File: config.mk
export PLATFORM = sky130hd
export DESIGN_NAME = mux_scan_serializer
export DESIGN_NICKNAME = d
export VERILOG_FILES = /design/src/rtl/scan_pkg.sv /design/src/rtl/sel_counter2.sv /design/src/rtl/mux_scan_serializer.sv
export SDC_FILE = /design/constraint.sdc
export NUM_CORES = 1
export LEC_CHECK = 0
export CELL_PAD_IN_SITES_DETAIL_PLACEMENT = 1
export CELL_PAD_IN_SITES_GLOBAL_PLACEMENT = 2
export CORE_MARGIN = 10
export CORE_UTILIZATION = 24
export CTS_CLUSTER_DIAMETER = 150
export DETAILED_ROUTE_END_ITERATION = 8
export PLACE_DENSITY = 0.81
export SYNTH_ARGS = -nofsm -noshare
export SYNTH_HDL_FRONTEND = slang
export SYNTH_SLANG_ARGS = --single-unit
File: constraint.sdc
create_clock -name clk -period 3.35 [get_ports clk]
set_clock_uncertainty 0.1 [all_clocks]
set_input_delay 0.67 -clock clk [delete_from_list [all_inputs] [get_ports clk]]
set_output_delay 0.67 -clock clk [all_outputs]
set_load 0.02 [all_outputs]
File: src/rtl/scan_pkg.sv
// Shared definitions for the mux scan serializer: FSM state encoding and
// beat-count constants. Optional feature macro: SCAN_PARITY_EN.
package scan_pkg;

    typedef enum logic [1:0] {
        IDLE   = 2'd0,
        SCAN   = 2'd1,
        PARITY = 2'd2
    } state_t;

    localparam int SCAN_BEATS     = 4;
    localparam int SCAN_BEATS_PAR = 5;

    // Serial beats produced per accepted word in this build.
`ifdef SCAN_PARITY_EN
    localparam int BEATS_PER_WORD = SCAN_BEATS_PAR;
`else
    localparam int BEATS_PER_WORD = SCAN_BEATS;
`endif

endpackage

File: src/rtl/sel_counter2.sv
// 2-bit mux select counter with synchronous clear and enable.
// Ports: clk, rst_n (sync, active-low), clr, en -> cnt[1:0], term (cnt==3).
module sel_counter2
    import scan_pkg::*;
(
    input  logic       clk,
    input  logic       rst_n,
    input  logic       clr,
    input  logic       en,
    output logic [1:0] cnt,
    output logic       term
);

    always_ff @(posedge clk) begin
        if (!rst_n) begin
            cnt <= 2'd0;
        end else if (clr) begin
            cnt <= 2'd0;
        end else if (en) begin
            cnt <= cnt + 2'd1;
        end
    end

    assign term = (cnt == 2'(SCAN_BEATS - 1));

endmodule

File: src/rtl/mux_scan_serializer.sv
// Latches a 4-bit word, steps a 4:1 mux select 0..3 and emits the sampled
// bits LSB first as a registered serial stream with valid/ready/last.
// Ports: clk, rst_n (sync, active-low); in_data/in_valid/in_ready (word in);
// mux_in/mux_sel (to mux), mux_out (from mux);
// ser_bit/ser_valid/ser_last/ser_ready (serial out).
// Macro SCAN_PARITY_EN appends an even-parity beat (5 beats per word).
module mux_scan_serializer
    import scan_pkg::*;
(
    input  logic       clk,
    input  logic       rst_n,
    input  logic [3:0] in_data,
    input  logic       in_valid,
    output logic       in_ready,
    output logic [3:0] mux_in,
    output logic [1:0] mux_sel,
    input  logic       mux_out,
    output logic       ser_bit,
    output logic       ser_valid,
    output logic       ser_last,
    input  logic       ser_ready
);

    state_t     state_q;
    state_t     state_d;
    logic [3:0] word_q;
    logic       accept;
    logic       busy;
    logic       cap;
    logic       sel_en;
    logic       sel_clr;
    logic       sel_term;

    assign in_ready = (state_q == IDLE);
    assign accept   = in_valid && in_ready;
    assign busy     = (state_q != IDLE);
    // Capture only when the output register is empty or being drained.
    assign cap      = busy && (!ser_valid || ser_ready);
    assign sel_en   = cap && (state_q == SCAN);
    assign sel_clr  = accept || (sel_en && sel_term);
    assign mux_in   = word_q;

    sel_counter2 u_sel (
        .clk   (clk),
        .rst_n (rst_n),
        .clr   (sel_clr),
        .en    (sel_en),
        .cnt   (mux_sel),
        .term  (sel_term)
    );

    always_ff @(posedge clk) begin
        if (!rst_n) begin
            state_q <= IDLE;
        end else begin
            state_q <= state_d;
        end
    end

    always_comb begin
        state_d = state_q;
        case (state_q)
            IDLE: begin
                if (accept) state_d = SCAN;
            end
            SCAN: begin
`ifdef SCAN_PARITY_EN
                if (cap && sel_term) state_d = PARITY;
`else
                if (cap && sel_term) state_d = IDLE;
`endif
            end
`ifdef SCAN_PARITY_EN
            PARITY: begin
                if (cap) state_d = IDLE;
            end
`endif
            default: state_d = IDLE;
        endcase
    end

    always_ff @(posedge clk) begin
        if (!rst_n) begin
            word_q <= 4'd0;
        end else if (accept) begin
            word_q <= in_data;
        end
    end

    always_ff @(posedge clk) begin
        if (!rst_n) begin
            ser_bit   <= 1'b0;
            ser_valid <= 1'b0;
            ser_last  <= 1'b0;
        end else if (cap) begin
            ser_valid <= 1'b1;
`ifdef SCAN_PARITY_EN
            if (state_q == PARITY) begin
                // Parity comes straight from the word, not via the mux.
                ser_bit  <= ^word_q;
                ser_last <= 1'b1;
            end else begin
                ser_bit  <= mux_out;
                ser_last <= 1'b0;
            end
`else
            ser_bit  <= mux_out;
            ser_last <= sel_term;
`endif
        end else if (ser_valid && ser_ready) begin
            ser_valid <= 1'b0;
            ser_last  <= 1'b0;
        end
    end

endmodule

==> out/metrics.yaml <==
status: "completed"
synth.most_common_cell: "dfxtp_1"
setup.worst_path.class: "flip-flop to output port"
first_pass_iters: 4
synth-async-reset-ratio_pct: 0
sw_frac_of_total_pct: 25.9
drive_above_1_share_pct: 8.20
combPwrFrac_pct: 18.9
synth_area_um2: 435
seq_power_share_pct: 50.1
worst_pin_slew_ns: 0.400
syn_nets: 52
post-cts-setup-buffers: 0
drcViolationCount: 0
clk_pin_slew_ns: 0.06
ys_seq_elements: 10
fp.dieH_um: 62.6
holdBufCountCts: 0
core_area_um2: 1730
grt_usage_pct: 6.70
period_minus_slack_ns: 2.22
arrival_ns: 1.45
grt-ovfl-total: 0
relSlewSlack_pct: 73.3
vias: 389
hold_violations: 0
gp_congestion: 0.666
switchingPower_uw: 68.5
rsz0062_at_grt: "false"
reg2reg_depth: 3
ctsHtreeMaxLevel: 1
synth_edf_count: 0
viasPerCell: 4.52
ios: 19
slew_violations: 0
pwr-share-clk_pct: 30.9
ys_warn_count: 0
p_int_uw: 196
worst_ep_required_time_ns: 2.58
clk_latency_ns: 0.27
seqCellArea_um2: 200
cap_violations: 0
synth_top_area_share_pct: 46.0
wl_per_cell_um: 13.6
min_path_cells: 2
worstSetupStartpointType: "flip-flop"
yosysSeqAreaShare_pct: 46.0
crit_fanout: 11
grt_pass1_vias: 435
synth.largest_area_cell: "dfxtp_1"
clockBufferDepth: 2
dieArea_um2: 3920
netlist_instances: 42
utilization_pct: 37.9
portBuffers: 18
fin_crit_sh_pct: 66.2
antennaDiodeCount: 0
cts_tree: "done"
synth_common_cells: "dfxtp_1 (10), nor2b_1 (5), a21boi_0 (4), mux2i_1 (4)"
grt_max_degree: 12
antenna_left: 0
numClockSinks: 10
routed_wl_mm: 1.17
ys.flop_type: "dfxtp_1"
multiInputGateArea_um2: 214
synth_cell_types: 19
nFillCells: 202
cts_resized: 0
peakVddDrop_mv: 0.257
powerDensity_nw_per_um2: 404
root_buffer: "clkbuf_4"
fin_nets: 73
yosys-top-cells-area: "dfxtp_1 (46%), mux2i_1 (9.2%), nor2b_1 (7.2%)"
grt_pass1_wl_mm: 2.05
setup_viol: 0
endpoint_kind: "output port"
syn2layout_area_growth_pct: 50.3
start_util_pct: 25.2
setup_tns_ns: 0
fmax_mhz: 451
hold_path.class: "flip-flop to flip-flop"
die_x_um: 62.6
rows: 15
avgSynthCellArea_um2: 10.4
first_iter_violations: 4
hpwl_um: 941
antenna_found_initial: 0
numCtsBuffers: 3
p_leak_uw: 0.000240
flip-flops by register name, indices dropped and copies added (netlist names):
register	flops
mux_in	4
u_sel.cnt	2
ser_bit	1
ser_last	1
ser_valid	1
state_q	1
kinds of logic (layout without fill, tap and decap cells):
group / count (synthesis) / count (layout) / share of synthesized area, %
mux: 4 / 4 / 9.20
flops: 10 / 10 / 46.0
simple gates: 14 / 14 / 21.0
fa+ha+maj: 1 / 1 / 2.87
buf+inv: 3 / 22 / 4.88
compound gates: 10 / 10 / 16.1
cell usage in the layout, fill, tap and decap left out:
cell and n:
nand2b_1 1, o211a_1 1, dfxtp_1 10, nor2b_1 5, nand3_1 2, a21boi_1 1, a21boi_0 4, or4_1 1
ha_1 1, inv_4 1, and2b_2 1, clkbuf_4 3, nor3b_1 2, o21ai_0 2, clkdlybuf4s50_1 18, a31oi_1 2
mux2i_1 4, nor2_1 1, nand4b_1 1
area by class of cell:
type	count	share of cell area (%)
multi-input combinational	29	32.7
sequential	10	30.6
timing repair buffer	18	27.5
tap	25	4.78
clock buffer	3	3.44
inverter	1	0.956
power by group through the flow:
stage          Combinational [uW]  Sequential (uW)  Clock (uW)
6_report                     50.0              132        81.7
5_1_grt                      54.8              134        93.2
4_1_cts                      51.0              132        85.9
3_5_place_dp                 50.9              135           0
3_3_place_gp                 50.2              135           0
2_1_floorplan                20.6              139           0
critical path, stage by stage, from the launching register on:
cell	delay (ns)
dfxtp_1	0.56
inv_4	0.06
clkdlybuf4s50_1	0.55
worst paths after layout:
kind,end,slack [ns],startpoint
max,in_ready,1.13,state_q[0]
min,ser_last,0.39,ser_last
min reg2reg,ser_last,0.39,ser_last
max reg2reg,u_sel.cnt[0],1.90,state_q[0]
metrics by stage:
| stage | cell area, um2 | std cells | setup slack [ns] | hold WS (ns) | total power, uW |
|---|---|---|---|---|---|
| finish | 654 | 86 | 1.13 | 0.389 | 264 |
| CTS | 654 | 86 | 1.12 | 0.394 | 269 |
| floorplan | 435 | 42 | 1.89 | 0.457 | 160 |
| detailed placement | 632 | 83 | 1.39 | 0.385 | 186 |
| global placement | 632 | 83 | 1.41 | 0.372 | 185 |
| global route | 654 | 86 | 1.05 | 0.432 | 282 |
metal layers:
metal | vias to the layer above | share of wire, % | GRT usage [%]
met2 | 13 | 47 | 10.4
met5 | - | 0 | 0
met4 | 0 | 3.1 | 5.03
li1 | 191 | - | -
met1 | 180 | 42 | 6.53
met3 | 5 | 7.7 | 3.76
Note: power is estimated with default switching activity, not from simulation.
